[config.mk]
export PLATFORM = sky130hd
export DESIGN_NAME = delay_meas_ctrl
export DESIGN_NICKNAME = d
export VERILOG_FILES = /design/src/rtl/delay_meas_pkg.sv /design/src/rtl/sync2.sv /design/src/rtl/delay_meas_ctrl.sv
export SDC_FILE = /design/constraint.sdc
export NUM_CORES = 1
export LEC_CHECK = 0
export ABC_AREA = 1
export ABC_CLOCK_PERIOD_IN_PS = 2400
export CAP_MARGIN = 20
export CORE_ASPECT_RATIO = 1.25
export CORE_MARGIN = 4
export CORE_UTILIZATION = 50
export CTS_BUF_LIST = sky130_fd_sc_hd__clkbuf_8
export DETAILED_ROUTE_END_ITERATION = 6
export GPL_TIMING_DRIVEN = 0
export PLACE_DENSITY = 0.78
export RECOVER_POWER = 50
export SKIP_LAST_GASP = 1
export SYNTH_ARGS = -nofsm -noshare
export SYNTH_HDL_FRONTEND = slang
export SYNTH_SLANG_ARGS = --single-unit
[constraint.sdc]
create_clock -name clk16M -period 2.4 [get_ports clk16M]
set_input_delay 0.48 -clock clk16M [delete_from_list [all_inputs] [get_ports clk16M]]
set_output_delay 0.48 -clock clk16M [all_outputs]
set_load 0.02 [all_outputs]
[src/rtl/delay_meas_pkg.sv]
// Shared definitions for the loop-delay measurement sequencer: FSM state
// encoding, default parameter values and a small limit-clamping helper.
package delay_meas_pkg;

    // Sequencer states (3-bit encoding).
    typedef enum logic [2:0] {
        ST_IDLE    = 3'd0,
        ST_ARM     = 3'd1,
        ST_PULSE   = 3'd2,
        ST_RELEASE = 3'd3,
        ST_GAPW    = 3'd4,
        ST_DONE    = 3'd5
    } state_t;

    localparam int CNT_W_DEF    = 16;
    localparam int AVG_LOG2_DEF = 3;
    localparam int TIMEOUT_DEF  = 4000;
    localparam int GAP_DEF      = 16;

    // Clamp a cycle limit into [1, 2**width-1] so it is always reachable
    // by a saturating counter of the given width.
    function automatic int clamp_limit(input int limit, input int width);
        int top;
        top = (1 << width) - 1;
        if (limit < 1) return 1;
        if (limit > top) return top;
        return limit;
    endfunction

endpackage

[src/rtl/sync2.sv]
// Two-flop synchroniser for a single asynchronous input; clears to 0 on reset.
module sync2 (
    input  logic clk,
    input  logic rst_n,
    input  logic d,
    output logic q
);

    logic meta;

    // Two back-to-back flops give the first stage a full cycle to resolve.
    always_ff @(posedge clk or negedge rst_n) begin
        if (!rst_n) begin
            meta <= 1'b0;
            q    <= 1'b0;
        end else begin
            // NOTE: non-blocking so q takes the old meta, forming two stages rather than one.
            meta <= d;
            q    <= meta;
        end
    end

endmodule

[src/rtl/delay_meas_ctrl.sv]
// Loop-delay measurement sequencer. Fires 2**AVG_LOG2 stimulus pulses on
// pulse_o, times each echo (synchronised echo_i) in clock cycles, accumulates
// the samples and publishes their truncated average on result_o with a
// one-cycle valid_o strobe. Any stuck echo line aborts the run and sets the
// sticky timeout_o flag.
// Optional feature: define DELAY_MEAS_MINMAX_EN to add min_o/max_o, the
// smallest and largest sample of the last completed run.
module delay_meas_ctrl
    import delay_meas_pkg::*;
#(
    parameter int CNT_W    = CNT_W_DEF,
    parameter int AVG_LOG2 = AVG_LOG2_DEF,
    parameter int TIMEOUT  = TIMEOUT_DEF,
    parameter int GAP      = GAP_DEF
) (
    input  logic             clk16M,
    input  logic             rstbt_n,
    input  logic             start_i,
    input  logic             echo_i,
    output logic             pulse_o,
    output logic             busy_o,
    output logic [CNT_W-1:0] result_o,
    output logic             valid_o,
    output logic             timeout_o
`ifdef DELAY_MEAS_MINMAX_EN
    ,
    output logic [CNT_W-1:0] min_o,
    output logic [CNT_W-1:0] max_o
`endif
);

    localparam int ACC_W = CNT_W + AVG_LOG2;
    localparam int IDX_W = AVG_LOG2 + 1;

    localparam logic [CNT_W-1:0] CNT_MAX   = '1;
    // PULSE aborts when the counter reaches TIMEOUT (TIMEOUT+1 pulse cycles).
    localparam logic [CNT_W-1:0] TMO_LIM   = CNT_W'(clamp_limit(TIMEOUT, CNT_W));
    // ARM/RELEASE abort after TIMEOUT consecutive cycles of echo still high.
    localparam logic [CNT_W-1:0] WAIT_LIM  = CNT_W'(clamp_limit(TIMEOUT, CNT_W) - 1);
    localparam logic [CNT_W-1:0] GAP_LIM   = CNT_W'(clamp_limit(GAP, CNT_W) - 1);
    localparam logic [IDX_W-1:0] N_SAMPLES = IDX_W'(2 ** AVG_LOG2);

    state_t             state_q;
    state_t             state_d;
    logic               echo_s;
    logic [CNT_W-1:0]   cnt_q;
    logic [IDX_W-1:0]   idx_q;
    logic [ACC_W-1:0]   acc_q;
    logic               accept;
    logic               capture;
    logic               abort;
    logic               gap_done;

    sync2 u_echo_sync (
        .clk   (clk16M),
        .rst_n (rstbt_n),
        .d     (echo_i),
        .q     (echo_s)
    );

    // Outputs decoded from the registered state so reset drops them at once.
    assign pulse_o  = (state_q == ST_PULSE);
    assign busy_o   = (state_q != ST_IDLE);
    assign valid_o  = (state_q == ST_DONE);
    assign accept   = (state_q == ST_IDLE) && start_i;
    assign gap_done = (cnt_q == GAP_LIM);

    // FSM state register.
    always_ff @(posedge clk16M or negedge rstbt_n) begin
        if (!rstbt_n) state_q <= ST_IDLE;
        else          state_q <= state_d;
    end

    // Next-state logic, sample capture and abort decisions.
    always_comb begin
        // NOTE: every output of this block gets a default first, so no path can infer a latch.
        state_d = state_q;
        capture = 1'b0;
        abort   = 1'b0;
        unique case (state_q)
            ST_IDLE: begin
                if (start_i) state_d = ST_ARM;
            end
            ST_ARM: begin
                if (!echo_s)                state_d = ST_PULSE;
                else if (cnt_q == WAIT_LIM) abort   = 1'b1;
            end
            ST_PULSE: begin
                // Echo takes priority over a timeout landing in the same cycle.
                if (echo_s) begin
                    capture = 1'b1;
                    state_d = ST_RELEASE;
                end else if (cnt_q == TMO_LIM) begin
                    abort = 1'b1;
                end
            end
            ST_RELEASE: begin
                if (!echo_s)                state_d = ST_GAPW;
                else if (cnt_q == WAIT_LIM) abort   = 1'b1;
            end
            ST_GAPW: begin
                if (gap_done)
                    state_d = (idx_q + 1'b1 == N_SAMPLES) ? ST_DONE : ST_PULSE;
            end
            ST_DONE: begin
                state_d = ST_IDLE;
            end
            default: begin
                state_d = ST_IDLE;
            end
        endcase
        if (abort) state_d = ST_IDLE;
    end

    // Per-state cycle counter: cleared on every state change, saturating.
    // In PULSE it counts echo-low cycles; the echo-high cycle always leaves PULSE.
    always_ff @(posedge clk16M or negedge rstbt_n) begin
        if (!rstbt_n)                                    cnt_q <= '0;
        else if (state_d != state_q)                     cnt_q <= '0;
        else if (state_q != ST_IDLE && cnt_q != CNT_MAX) cnt_q <= cnt_q + 1'b1;
    end

    // Sample index and accumulator, restarted by each accepted start.
    always_ff @(posedge clk16M or negedge rstbt_n) begin
        if (!rstbt_n) begin
            idx_q <= '0;
            acc_q <= '0;
        end else if (accept) begin
            idx_q <= '0;
            acc_q <= '0;
        end else begin
            if (capture)                       acc_q <= acc_q + ACC_W'(cnt_q);
            if (state_q == ST_GAPW && gap_done) idx_q <= idx_q + 1'b1;
        end
    end

    // Published average (loaded on entry to DONE, aligned with valid_o) and sticky abort flag.
    always_ff @(posedge clk16M or negedge rstbt_n) begin
        if (!rstbt_n) begin
            result_o  <= '0;
            timeout_o <= 1'b0;
        end else begin
            if (accept)     timeout_o <= 1'b0;
            else if (abort) timeout_o <= 1'b1;
            if (state_d == ST_DONE) result_o <= acc_q[ACC_W-1:AVG_LOG2];
        end
    end

`ifdef DELAY_MEAS_MINMAX_EN
    logic [CNT_W-1:0] min_q;
    logic [CNT_W-1:0] max_q;

    // Running extremes of the current run's samples.
    always_ff @(posedge clk16M or negedge rstbt_n) begin
        if (!rstbt_n) begin
            min_q <= '1;
            max_q <= '0;
        end else if (accept) begin
            min_q <= '1;
            max_q <= '0;
        end else if (capture) begin
            if (cnt_q < min_q) min_q <= cnt_q;
            if (cnt_q > max_q) max_q <= cnt_q;
        end
    end

    // Extremes published together with result_o.
    always_ff @(posedge clk16M or negedge rstbt_n) begin
        if (!rstbt_n) begin
            min_o <= '0;
            max_o <= '0;
        end else if (state_d == ST_DONE) begin
            min_o <= min_q;
            max_o <= max_q;
        end
    end
`endif

endmodule
After elaboration in Yosys (flattened, before gate mapping) --
Index checks and enable logic that the tools add are counted.
Storage, ports and cells: register bits after elaboration 61, input bits 4, output and inout bits 20, logic and storage cells 56
Operators by class: add/subtract/negate cells 3, eq/ne operators 12, mux-type cells 23, reductions and logical operators 10
Operators by type and width (count):
- 2-to-1 mux 19 bit | 2
- == test 16 x 12 -> 1 bit (second input constant) | 2
- 2-to-1 mux 16 bit | 2
- 2-to-1 mux 3 bit | 7
- adder 19 x 16 -> 19 bit | 1
- adder 16 x 1 -> 16 bit (second input constant) | 1
- == test 16 x 4 -> 1 bit (second input constant) | 1
- inequality test 16 bit (second input constant) | 1
- one-hot mux 3 bit (5 select lines) | 1
- == test 3 bit (second input constant) | 3
- 2-to-1 mux 1 bit | 8
- 2-to-1 mux 4 bit | 2
- nonzero test 2 bit | 4
- == test 3 x 2 -> 1 bit (second input constant) | 2
- adder 4 x 1 -> 4 bit (second input constant) | 1
- == test 4 bit (second input constant) | 1
- == test 3 x 1 -> 1 bit (second input constant) | 1
- logical AND 1 bit | 3
- logical NOT 3 bit | 1
- inequality test 3 bit | 1
- nonzero test 3 bit | 1
- one-hot mux 1 bit (2 select lines) | 1
- OR reduction 2 bit | 1

Longest topological paths before layout --
Gate-level depths: netlist (run 1).
word-level depth 8, mapped depth 15, mapped depth without buffers 14

Hierarchy --
From an unflattened synthesis (run 1), not the netlist that was laid out.
Second synthesis, totals: cells, all modules 477, area, all modules 3783.6 um^2
By module, submodules not included:
- delay_meas_ctrl | instances 1, cells an instance 475, area each 3733.6 um^2, seq. area each 1476.4 um^2
- sync2 | instances 1, cells an instance 2, area each 50.0 um^2, seq. area each 50.0 um^2

Worst setup path before layout (run 1) --
Ideal clock, no wire load.
path type reg-to-reg, start reg cnt_q[0], end reg acc_q[18], library setup time 0.119 ns, arrival time 1.909 ns, data required time 2.281 ns, setup slack 0.372 ns, cell stages (with the launch flop) 14, path buffers 0, period minus slack after synthesis 2.028 ns, cells stage by stage dfrtp_1 > ha_1 > inv_1 > fa_1 > inv_1 > nand2_1 > a21oi_1 > nand3_1 > nand2_1 > nand3_1 > nand2_1 > nand3_1 > nand2_1 > nor2_1
On the way: longest elaborated chain between the ends 3
Ends and longest elaborated chain:
- from (decl) | line delay_meas_ctrl.sv:46 | logic [CNT_W-1:0] cnt_q;
- from (signal assigned) | line delay_meas_ctrl.sv:120 | else if (state_q != ST_IDLE && cnt_q != CNT_MAX) cnt_q <= cnt_q + 1'b1;
- adder 19 x 16 -> 19 bit | line delay_meas_ctrl.sv:132 | if (capture) acc_q <= acc_q + ACC_W'(cnt_q);
- 2-to-1 mux 19 bit | line delay_meas_ctrl.sv:132
- 2-to-1 mux 19 bit | line delay_meas_ctrl.sv:128 | end else if (accept) begin
- to (signal assigned) | line delay_meas_ctrl.sv:132
- to (decl) | line delay_meas_ctrl.sv:48 | logic [ACC_W-1:0] acc_q;
Every way passes these cells. The select of a mux whose other input is x is not followed. A chain may end at the register's enable or synchronous reset.

Worst setup path in the final report (run 1) --
start reg state_q[0], end out pulse_o
On the way: longest elaborated chain between the ends 1
Ends and longest elaborated chain:
- from (decl) | line delay_meas_ctrl.sv:43 | state_t state_q;
- from (signal assigned) | line delay_meas_ctrl.sv:71 | else state_q <= state_d;
- == test 3 x 2 -> 1 bit | line delay_meas_ctrl.sv:62 | assign pulse_o = (state_q == ST_PULSE);
- to (decl) | line delay_meas_ctrl.sv:20 | output logic pulse_o,
Every way passes these cells.

==> results of run 1 <==
==> worst max-delay path by stage <==
stage | to | slack (ns)
3_5_place_dp | acc_q[18] | -0.006
6_report | pulse_o | 0.09
2_1_floorplan | acc_q[18] | 0.37
5_1_grt | acc_q[18] | -0.04
4_1_cts | acc_q[18] | 0.05
3_3_place_gp | u_echo_sync.meta | -1.08
==> synth_stat cells, types with 2 or more instances <==
library cell,instances,area share
o21ai_0,32,0.040
xor2_1,10,0.022
nor3_2,2,0.0051
inv_1,62,0.059
buf_2,2,0.0025
o21ai_2,2,0.0044
inv_2,3,0.0028
nand2_4,2,0.0057
or2_2,3,0.0047
xnor2_1,2,0.0044
nand4_1,10,0.016
a21o_1,3,0.0057
o21ai_1,9,0.011
dfrtp_1,61,0.39
nor3_1,7,0.0089
clkbuf_1,3,0.0028
nand3_4,2,0.0089
ha_1,20,0.063
nand3b_1,2,0.0038
a21oi_1,27,0.034
nor2_1,60,0.057
nand2_2,2,0.0032
o22ai_1,6,0.0095
nor2_2,6,0.0095
nor2_4,11,0.031
nand2_1,130,0.12
nand3_1,32,0.040
==> power breakdown <==
part	internal (uW)	total (uW)	switching (uW)	leakage, uW
Clock	414	805	391	0.000104
Sequential	1100	1170	70.2	0.000841
Combinational	380	1200	817	0.00119
Total	1890	3170	1280	0.00214
==> area by class of cell <==
cell class              count  share of cell area
multi-input cells         389               0.477
flip-flops and latches     61               0.339
repair buffers             26              0.0541
inverters                  65              0.0541
clock buffers              11              0.0336
well taps                  95              0.0264
plain buffers               7              0.0117
clock inverters             5             0.00444
==> state kept, by name, summed over array words and instances (netlist names) <==
signal and cells:
acc_q 19, cnt_q 16, result_o 16, idx_q 4, state_q 3, timeout_o 1
u_echo_sync.meta 1, u_echo_sync.q 1
==> layer usage <==
layer / track usage / wire, microns / up-vias
met1: 0.246 / 3740 / 1634
met4: 0.120 / 251 / 0
met3: 0.0299 / 344 / 12
li1: - / - / 1778
met5: 0 / 0 / -
met2: 0.366 / 4710 / 61
==> logic make-up (layout without fill, tap and decap cells) <==
| logic type | after synthesis | after routing | share of synthesized area |
|---|---|---|---|
| compound gates | 83 | 83 | 0.114 |
| xor+xnor | 12 | 12 | 0.0266 |
| fa+ha+maj | 21 | 21 | 0.0683 |
| buf+inv | 72 | 114 | 0.0749 |
| flops | 61 | 61 | 0.386 |
| mux | 1 | 1 | 0.00253 |
| simple gates | 272 | 272 | 0.328 |
==> stage by stage <==
stage,setup WS (ns),hold WS (ns)
floorplan,0.372,0.184
global placement,-1.08,0.337
detailed placement,-0.00569,0.343
CTS,0.0543,0.121
global route,-0.0375,0.369
finish,0.0859,0.354
==> timing repair <==
item                                    in CTS  in global routing
gates resized for setup                      1                  4
pin swaps                                    0                  1
hold buffers                                 0                  0
endpoints found under the setup margin       2                  4
cloned                                       0                  0
setup buffers                                0                  2
==> impl_metrics.csv, run 1 <==
group,metric,value,unit
global_routing,gr-total-overflow,0,
finish,mostFrequentLayoutCells,"nand2_1, inv_1, nor2_1, dfrtp_1",
detailed_routing,drt_first_pass_iters,4,
worst_setup_path,cp.arrival,1.83,ns
finish,fill_cells,731,
clocking,cts.clk_slew.worst_paths,0.06,ns
worst_setup_path,startpoint,"state_q[0]",
global_routing,grt_pass1_wl,15300,microns
worst_setup_path,startpoint_type,"flip-flop",
worst_setup_path,crit_fanout,6,
timing,setup_violations,0,
die,io_pins,24,
die,coreArea,7750,sq um
min_path,hp-class,"reg -> reg",
worst_setup_path,end_kind,"output port",
yosys,synth-edff-count,0,
yosys,syn_inst,522,
worst_setup_path,reg2reg_from,"cnt_q[0]",
timing,worst_slew_margin_rel,0.177,
min_path,holdPathEnd,"u_echo_sync.q",
detailed_routing,vias,3485,
die,start_util,0.511,
yosys,netlist-cell-type-count,38,
pwr,leakage,0.00214,uW
die,dieWidth,87.6,microns
timing,slew_violations,0,
worst_setup_path,r2r_slack,0.16,ns
min_path,min_from,"u_echo_sync.meta",
yosys,synth_area,3960,sq um
detailed_routing,drtIter0Drc,148,
worst_setup_path,crit_path_max_incr_delay,0.66,ns
place,dp_hpwl,7110,microns
timing,hold_violations,0,
timing,tightest_slew,1.23,ns
finish,final_common_cell,"nand2_1",
place,placed_cell_area,4320,sq um
worst_setup_path,worst_r2r_endpoint,"acc_q[18]",
timing,tns,0,ns
yosys,synth_flop_cell,"dfrtp_1",
timing,fmax,0.432,GHz
timing,post-route-period-util,0.964,
status,status,"completed",
yosys,avgSynthCellArea,7.58,sq um
worst_setup_path,r2r.worst_path.cells,13,
timing,finalCriticalPeriod,2.31,ns
clocking,cts-buffers-inserted,9,
detailed_routing,ant_nets,0,
worst_setup_path,crit_buf_inv,1,
worst_setup_path,cp_cell_sequence,"nor3_4 > clkdlybuf4s50_1",
pwr,peakVddDrop,0.683,mV
clocking,clockRootBuffer,"clkbuf_8",
detailed_routing,drt_wl_total,9040,microns
job,drv_cap,0,
finish,area_growth,13.9,%
place,dp.cells,641,
clocking,clockBufferDepth,2,
finish,utilization,0.582,
worst_setup_path,critPathTopFamily,"buffers and inverters",
worst_setup_path,path_class,"reg -> out",
global_routing,groute.usage.overall,0.212,
finish,diodes,0,
clocking,cts_tree,"done",
clocking,clock_latency,0.36,ns
global_routing,antenna_found_initial,0,
timing,worst_clock_skew,0.0108,ns
yosys,synth_async_sr_flop_share,1.00,
pwr,p_per_area,703,nW/um^2
finish,finalInstanceArea,4510,sq um
detailed_routing,viasPerCell,5.29,
pwr,finalPower,3170,uW
finish,final_cell_count_no_fill,659,
yosys,synth_seq_area_share,0.386,
global_routing,grt_pass1_vias,3341,
yosys,ys_ff_latch,61,
place,port_buffers,23,
global_routing,grt_max_degree,39,
finish,design.final.nets,584,
die,die_y,107,microns
die,row_count,36,
finish,regArea,1530,sq um
clocking,htree_levels,3,
place,place.gp.congestion,0.886,
detailed_routing,route.detailed.drc,0,
yosys,yosys_warnings,0,
min_path,hold_path_depth,0,
die,die-area,9410,sq um
worst_setup_path,path_depth,2,
worst_setup_path,slowest_stage,"clkdlybuf4s50_1",
finish,multiInputGateArea,2150,sq um
clocking,cts.sinks,61,
finish,drive_gt1_frac,0.103,
detailed_routing,routedWlPerCell,13.7,microns
worst_setup_path,required,1.92,ns
yosys,syn_nets,547,
Note: power is estimated with default switching activity, not from simulation.
==> run 2: changes to the inputs <==
--- a/config.mk
+++ b/config.mk
@@ -5,14 +5,14 @@
 export SDC_FILE = /design/constraint.sdc
 export NUM_CORES = 1
 export LEC_CHECK = 0
-export ABC_AREA = 1
-export ABC_CLOCK_PERIOD_IN_PS = 2400
+export ABC_CLOCK_PERIOD_IN_PS = 3000
 export CAP_MARGIN = 20
 export CORE_ASPECT_RATIO = 1.25
 export CORE_MARGIN = 4
 export CORE_UTILIZATION = 50
 export CTS_BUF_LIST = sky130_fd_sc_hd__clkbuf_8
 export DETAILED_ROUTE_END_ITERATION = 6
+export GPL_ROUTABILITY_DRIVEN = 0
 export GPL_TIMING_DRIVEN = 0
 export PLACE_DENSITY = 0.78
 export RECOVER_POWER = 50
==> constraint.sdc (replaced) <==
create_clock -name clk16M -period 3 [get_ports clk16M]
set_input_delay 0.6 -clock clk16M [delete_from_list [all_inputs] [get_ports clk16M]]
set_output_delay 0.6 -clock clk16M [all_outputs]
set_load 0.02 [all_outputs]
==> run 2 against run 1 <==
Against the previous run: the run now ends with max-capacitance violations, max-slew violations left; core utilization rose by 1.6 points; register-to-register slack improved by 0.11 ns; setup slack improved by 0.087 ns; clock power fell by 9.1%; design area fell by 6.3%; wire length fell by 10%; non-clock buffer count rose by 3; combinational power fell by 38%; power fell by 23%; first-iteration DRC count rose by 46%; area after synthesis fell by 7.1%; sequential power fell by 18%.
==> impl_metrics.csv, run 2 <==
group,metric,value,unit
worst_setup_path,cp.arrival,3.11,ns
timing,tightest_slew,2.02,ns
yosys,synth-edff-count,0,
global_routing,groute.usage.overall,0.197,
yosys,synth_largest_area_cell,"dfrtp_1",
finish,mostFrequentLayoutCells,"dfrtp_1, nand2_1, nor2_1",
worst_setup_path,startpoint,"start_i",
yosys,synth_top_cell_area_share,0.415,
finish,utilization,0.598,
pwr,peakVddDrop,0.388,mV
detailed_routing,drt_first_pass_iters,5,
yosys,synth_seq_area_share,0.415,
pwr,finalPower,2430,uW
worst_setup_path,crit_buf_inv,1,
timing,rsz0062_at_grt,"false",
timing,worst_slew_margin_rel,-0.346,
global_routing,antenna_found_initial,0,
worst_setup_path,required,3.28,ns
die,row_count,34,
yosys,synth_area,3680,sq um
clocking,cts.clk_slew.worst_paths,0.07,ns
worst_setup_path,crit_path_max_incr_delay,0.64,ns
finish,top_register,"acc_q",
yosys,netlist-cell-type-count,63,
timing,setup_violations,0,
min_path,hold_path_depth,0,
finish,final_cell_count_no_fill,505,
finish,multiInputGateArea,2050,sq um
detailed_routing,drt_wl_total,8140,microns
finish,final_common_cell,"dfrtp_1",
pwr,p_per_area,576,nW/um^2
worst_setup_path,crit_fanout,8,
yosys,avgSynthCellArea,9.83,sq um
clocking,post_cts_buffers,0,
die,dieWidth,84.7,microns
finish,drive_gt1_frac,0.113,
place,dp_hpwl,5860,microns
clocking,cts_tree,"done",
worst_setup_path,critPathCapture,"acc_q[18]",
yosys,synth_flop_cell,"dfrtp_1",
detailed_routing,ant_nets,0,
worst_setup_path,worst_r2r_endpoint,"acc_q[18]",
finish,diodes,0,
yosys,yosys_warnings,0,
worst_setup_path,r2r.worst_path.cells,7,
yosys,synth.top_cells.by_count,"dfrtp_1, nand2_1, nor2_1",
die,io_pins,24,
global_routing,grt_max_degree,38,
place,port_buffers,23,
pwr,leakage,0.00201,uW
global_routing,grt_pass1_wl,14000,microns
finish,reg_top3,"acc_q x19, cnt_q x16, result_o x16",
finish,largest_reg_flops,19,
timing,post-route-period-util,0.942,
finish,area_growth,14.9,%
timing,finalCriticalPeriod,2.83,ns
yosys,ys_ff_latch,61,
worst_setup_path,reg2reg_from,"cnt_q[11]",
finish,design.final.nets,435,
detailed_routing,vias,2992,
min_path,hp-class,"reg -> reg",
timing,fmax,0.354,GHz
yosys,synth_async_sr_flop_share,1.00,
global_routing,gr-total-overflow,0,
timing,slew_violations,38,
finish,regArea,1530,sq um
die,start_util,0.521,
detailed_routing,route.detailed.drc,0,
die,die-area,8800,sq um
clocking,clock_latency,0.36,ns
clocking,clockRootBuffer,"clkbuf_8",
job,drv_cap,1,
place,dp.cells,488,
worst_setup_path,path_class,"in -> reg",
yosys,post-synth-top-count-cell,"dfrtp_1",
worst_setup_path,critPathTopFamily,"simple AND/OR/NAND/NOR gates",
timing,worst_clock_skew,0.0133,ns
global_routing,grt_pass1_vias,3058,
clocking,cts-buffers-inserted,9,
yosys,synthTopCellsByArea,"dfrtp_1, ha_1, xor2_1",
worst_setup_path,startpoint_type,"primary input",
timing,tns,0,ns
status,violations,"max-capacitance violations, max-slew violations",
worst_setup_path,path_depth,7,
yosys,syn_inst,374,
status,status,"finished, violations left",
timing,hold_violations,0,
detailed_routing,viasPerCell,5.92,
yosys,syn_nets,399,
clocking,clockBufferDepth,2,
worst_setup_path,cp_cell_sequence,"clkdlybuf4s50_1 > nor4b_2 > nor2_1 > nor4bb_1 > nand2_1 > mux2_2 > a21oi_1",
clocking,cts.sinks,61,
worst_setup_path,slowest_stage,"nor4b_2",
clocking,htree_levels,3,
die,coreArea,7060,sq um
clocking,ctsHoldBuffers,0,
worst_setup_path,end_kind,"flip-flop",
finish,fill_cells,621,
detailed_routing,drtIter0Drc,216,
clocking,cts_resized,0,
die,die_y,104,microns
worst_setup_path,r2r_slack,0.27,ns
detailed_routing,routedWlPerCell,16.1,microns
## run 2: worst min path at each step
stage                     start             to  slack [ns]
5_1_grt        u_echo_sync.meta  u_echo_sync.q        0.37
4_1_cts        u_echo_sync.meta  u_echo_sync.q        0.35
3_3_place_gp   u_echo_sync.meta  u_echo_sync.q        0.33
3_5_place_dp   u_echo_sync.meta  u_echo_sync.q        0.34
2_1_floorplan           rstbt_n       acc_q[0]        0.30
6_report       u_echo_sync.meta  u_echo_sync.q        0.35
## run 2: cell type report
cell class	count	share of cell area
buffer	11	0.0133
clock buffer	10	0.0326
clock inverter	6	0.0127
inverter	11	0.00977
multi-input combinational	291	0.486
sequential	61	0.361
tap	90	0.0267
timing repair buffer	25	0.0572
## run 2: cells by family (layout without fill, tap and decap cells)
logic type,count (synthesis),count (layout),synth area share
AND/OR/NAND/NOR,137,137,0.200
AO/OA/AOI/OAI,86,86,0.152
flip-flops,61,61,0.415
XOR/XNOR,28,28,0.0667
buffers and inverters,22,63,0.0265
adder cells (fa/ha/maj),21,21,0.0735
multiplexers,19,19,0.0667
## run 2: power breakdown
group	leakage (uW)	switching (uW)	total, uW	internal (uW)
registers	0.000831	63.9	955	892
clock network	0.000107	334	732	397
logic	0.00107	478	746	268
## run 2: layer usage
layer  up-vias  track usage  share of wire
met5         -            0              0
met4         0       0.0962          0.027
met3        19       0.0491          0.047
met2        79        0.325           0.50
met1      1451        0.237           0.42
li1       1443            -              -
## run 2: per-stage QoR
step                      hold slack (ns)  setup slack (ns)  cell area, sq um
final                               0.353             0.173              4220
after global routing                0.367            0.0428              4220
after CTS                           0.355             0.196              4230
after detailed placement            0.339            -0.156              4040
after global placement              0.334            -0.660              4020
after floorplan                     0.304             0.548              3680
==> run 3: changes to the inputs <==
--- a/config.mk
+++ b/config.mk
@@ -6,15 +6,14 @@
 export NUM_CORES = 1
 export LEC_CHECK = 0
 export ABC_CLOCK_PERIOD_IN_PS = 3000
-export CAP_MARGIN = 20
 export CORE_ASPECT_RATIO = 1.25
 export CORE_MARGIN = 4
-export CORE_UTILIZATION = 50
+export CORE_UTILIZATION = 52
 export CTS_BUF_LIST = sky130_fd_sc_hd__clkbuf_8
 export DETAILED_ROUTE_END_ITERATION = 6
 export GPL_ROUTABILITY_DRIVEN = 0
 export GPL_TIMING_DRIVEN = 0
-export PLACE_DENSITY = 0.78
+export PLACE_DENSITY = 0.8
 export RECOVER_POWER = 50
 export SKIP_LAST_GASP = 1
 export SYNTH_ARGS = -nofsm -noshare
==> run 3 against run 2 <==
Against the previous run: the flow still finishes with violations (max-capacitance violations, max-slew violations); global-route usage is 0.57 points higher; via count shrank 1.2%; design area increased by 0.21%; largest power group unchanged; highest routed layer unchanged.
==> impl_metrics.csv, run 3 (synthesized netlist as in run 2, its figures left out) <==
group,metric,value,unit
worst_setup_path,crit_path_max_incr_delay,0.67,ns
clocking,clockRootBuffer,"clkbuf_8",
timing,worst_slew_margin_rel,-0.242,
pwr,leakage,0.00199,uW
pwr,finalPower,2490,uW
global_routing,groute.usage.overall,0.203,
status,status,"finished, violations left",
worst_setup_path,end_kind,"flip-flop",
timing,finalCriticalPeriod,2.87,ns
finish,final_common_cell,"dfrtp_1",
job,drv_cap,1,
timing,rsz0062_at_grt,"false",
place,dp_hpwl,5850,microns
min_path,holdPathEnd,"u_echo_sync.q",
worst_setup_path,cp_cell_sequence,"clkdlybuf4s50_1 > nor4b_2 > nor2_1 > nor4bb_1 > nand2_1 > mux2_2 > a21oi_1",
timing,tns,0,ns
min_path,hp-class,"reg -> reg",
min_path,min_from,"u_echo_sync.meta",
global_routing,gr-total-overflow,0,
clocking,cts_tree,"done",
finish,area_growth,15.1,%
min_path,hold_path_depth,0,
finish,top_register,"acc_q",
detailed_routing,drt_first_pass_iters,4,
timing,tightest_slew,1.86,ns
status,violations,"max-capacitance violations, max-slew violations",
global_routing,grt_pass1_wl,13700,microns
place,port_buffers,23,
finish,mostFrequentLayoutCells,"dfrtp_1, nand2_1, nor2_1",
clocking,cts.sinks,61,
clocking,post_cts_buffers,0,
timing,whs,0.348,ns
die,die-area,8490,sq um
timing,setup_violations,0,
finish,diodes,0,
worst_setup_path,required,3.27,ns
detailed_routing,viasPerCell,5.88,
clocking,clock_latency,0.35,ns
global_routing,antenna_found_initial,0,
finish,drive_gt1_frac,0.114,
clocking,clockBufferDepth,2,
pwr,p_per_area,589,nW/um^2
detailed_routing,drt_wl_total,8120,microns
timing,post-route-period-util,0.956,
pwr,peakVddDrop,0.366,mV
timing,slew_violations,35,
clocking,cts-buffers-inserted,9,
finish,design.final.nets,434,
detailed_routing,routedWlPerCell,16.1,microns
die,io_pins,24,
worst_setup_path,crit_fanout,8,
timing,fmax,0.349,GHz
detailed_routing,drtIter0Drc,213,
worst_setup_path,reg2reg_from,"cnt_q[11]",
worst_setup_path,slowest_stage,"nor4b_2",
worst_setup_path,path_class,"in -> reg",
worst_setup_path,startpoint_type,"primary input",
detailed_routing,route.detailed.drc,0,
worst_setup_path,r2r_slack,0.20,ns
clocking,htree_levels,3,
timing,hold_violations,0,
finish,largest_reg_flops,19,
die,coreArea,6930,sq um
timing,worst_clock_skew,0.00813,ns
global_routing,grt_max_degree,35,
worst_setup_path,worst_r2r_endpoint,"acc_q[18]",
worst_setup_path,cp.arrival,3.14,ns
detailed_routing,ant_nets,0,
worst_setup_path,r2r.worst_path.cells,7,
die,start_util,0.530,
die,dieWidth,83.2,microns
die,die_y,102,microns
finish,reg_top3,"acc_q x19, cnt_q x16, result_o x16",
global_routing,grt_pass1_vias,2946,
die,row_count,34,
detailed_routing,vias,2956,
clocking,cts.clk_slew.worst_paths,0.06,ns
finish,fill_cells,583,
==> run 3: per-layer routing <==
layer	share of wire	wire, microns	vias to the layer above	GRT usage
li1	-	-	1427	-
met1	0.42	3380	1445	0.233
met2	0.52	4180	70	0.365
met3	0.046	371	14	0.0363
met4	0.023	183	0	0.102
met5	0	0	-	0
==> run 3: layout make-up <==
type / instances / area [sq um] / share of cell area
sequential: 61 / 1530 / 0.361
timing repair buffer: 24 / 229 / 0.0541
tap: 90 / 113 / 0.0266
clock inverter: 5 / 75.1 / 0.0177
multi-input combinational: 291 / 2050 / 0.485
clock buffer: 10 / 138 / 0.0325
buffer: 11 / 56.3 / 0.0133
inverter: 11 / 41.3 / 0.00975
==> run 3: worst max-delay path by stage <==
stage / from / to / slack (ns) / cells past startpoint
2_1_floorplan: cnt_q[11] / acc_q[18] / 0.55 / 7
6_report: start_i / acc_q[18] / 0.13 / 7
4_1_cts: cnt_q[11] / acc_q[18] / 0.1 / 7
3_5_place_dp: start_i / acc_q[18] / -0.19 / 7
3_3_place_gp: rstbt_n / result_o[2] / -0.63 / 1
5_1_grt: start_i / acc_q[18] / 0.004 / 7
==> run 3: what timing repair did <==
item,CTS,global route
endpoints found under the setup margin,0,1
hold buffers,0,0
resized for setup,0,1
==> run 3: through the flow <==
stage | setup slack, ns | area [sq um] | std cells | util
finish | 0.132 | 4230 | 503 | 0.610
global placement | -0.633 | 4020 | 487 | 0.580
CTS | 0.0969 | 4250 | 503 | 0.613
detailed placement | -0.187 | 4040 | 488 | 0.582
global route | 0.00373 | 4230 | 503 | 0.610
floorplan | 0.548 | 3680 | 374 | -
==> run 3: critical path, delay by kind of cell <==
| kind | cells | cell delay [ns] |
|---|---|---|
| buffers and inverters | 1 | 0.51 |
| AO/OA/AOI/OAI | 1 | 0.14 |
| multiplexers | 1 | 0.26 |
| AND/OR/NAND/NOR | 4 | 1.63 |
==> run 3: where the power goes <==
group | switching (uW) | total (uW) | internal (uW)
Sequential | 63.0 | 955 | 892
Combinational | 475 | 744 | 269
Clock | 316 | 796 | 481
Total | 854 | 2490 | 1640
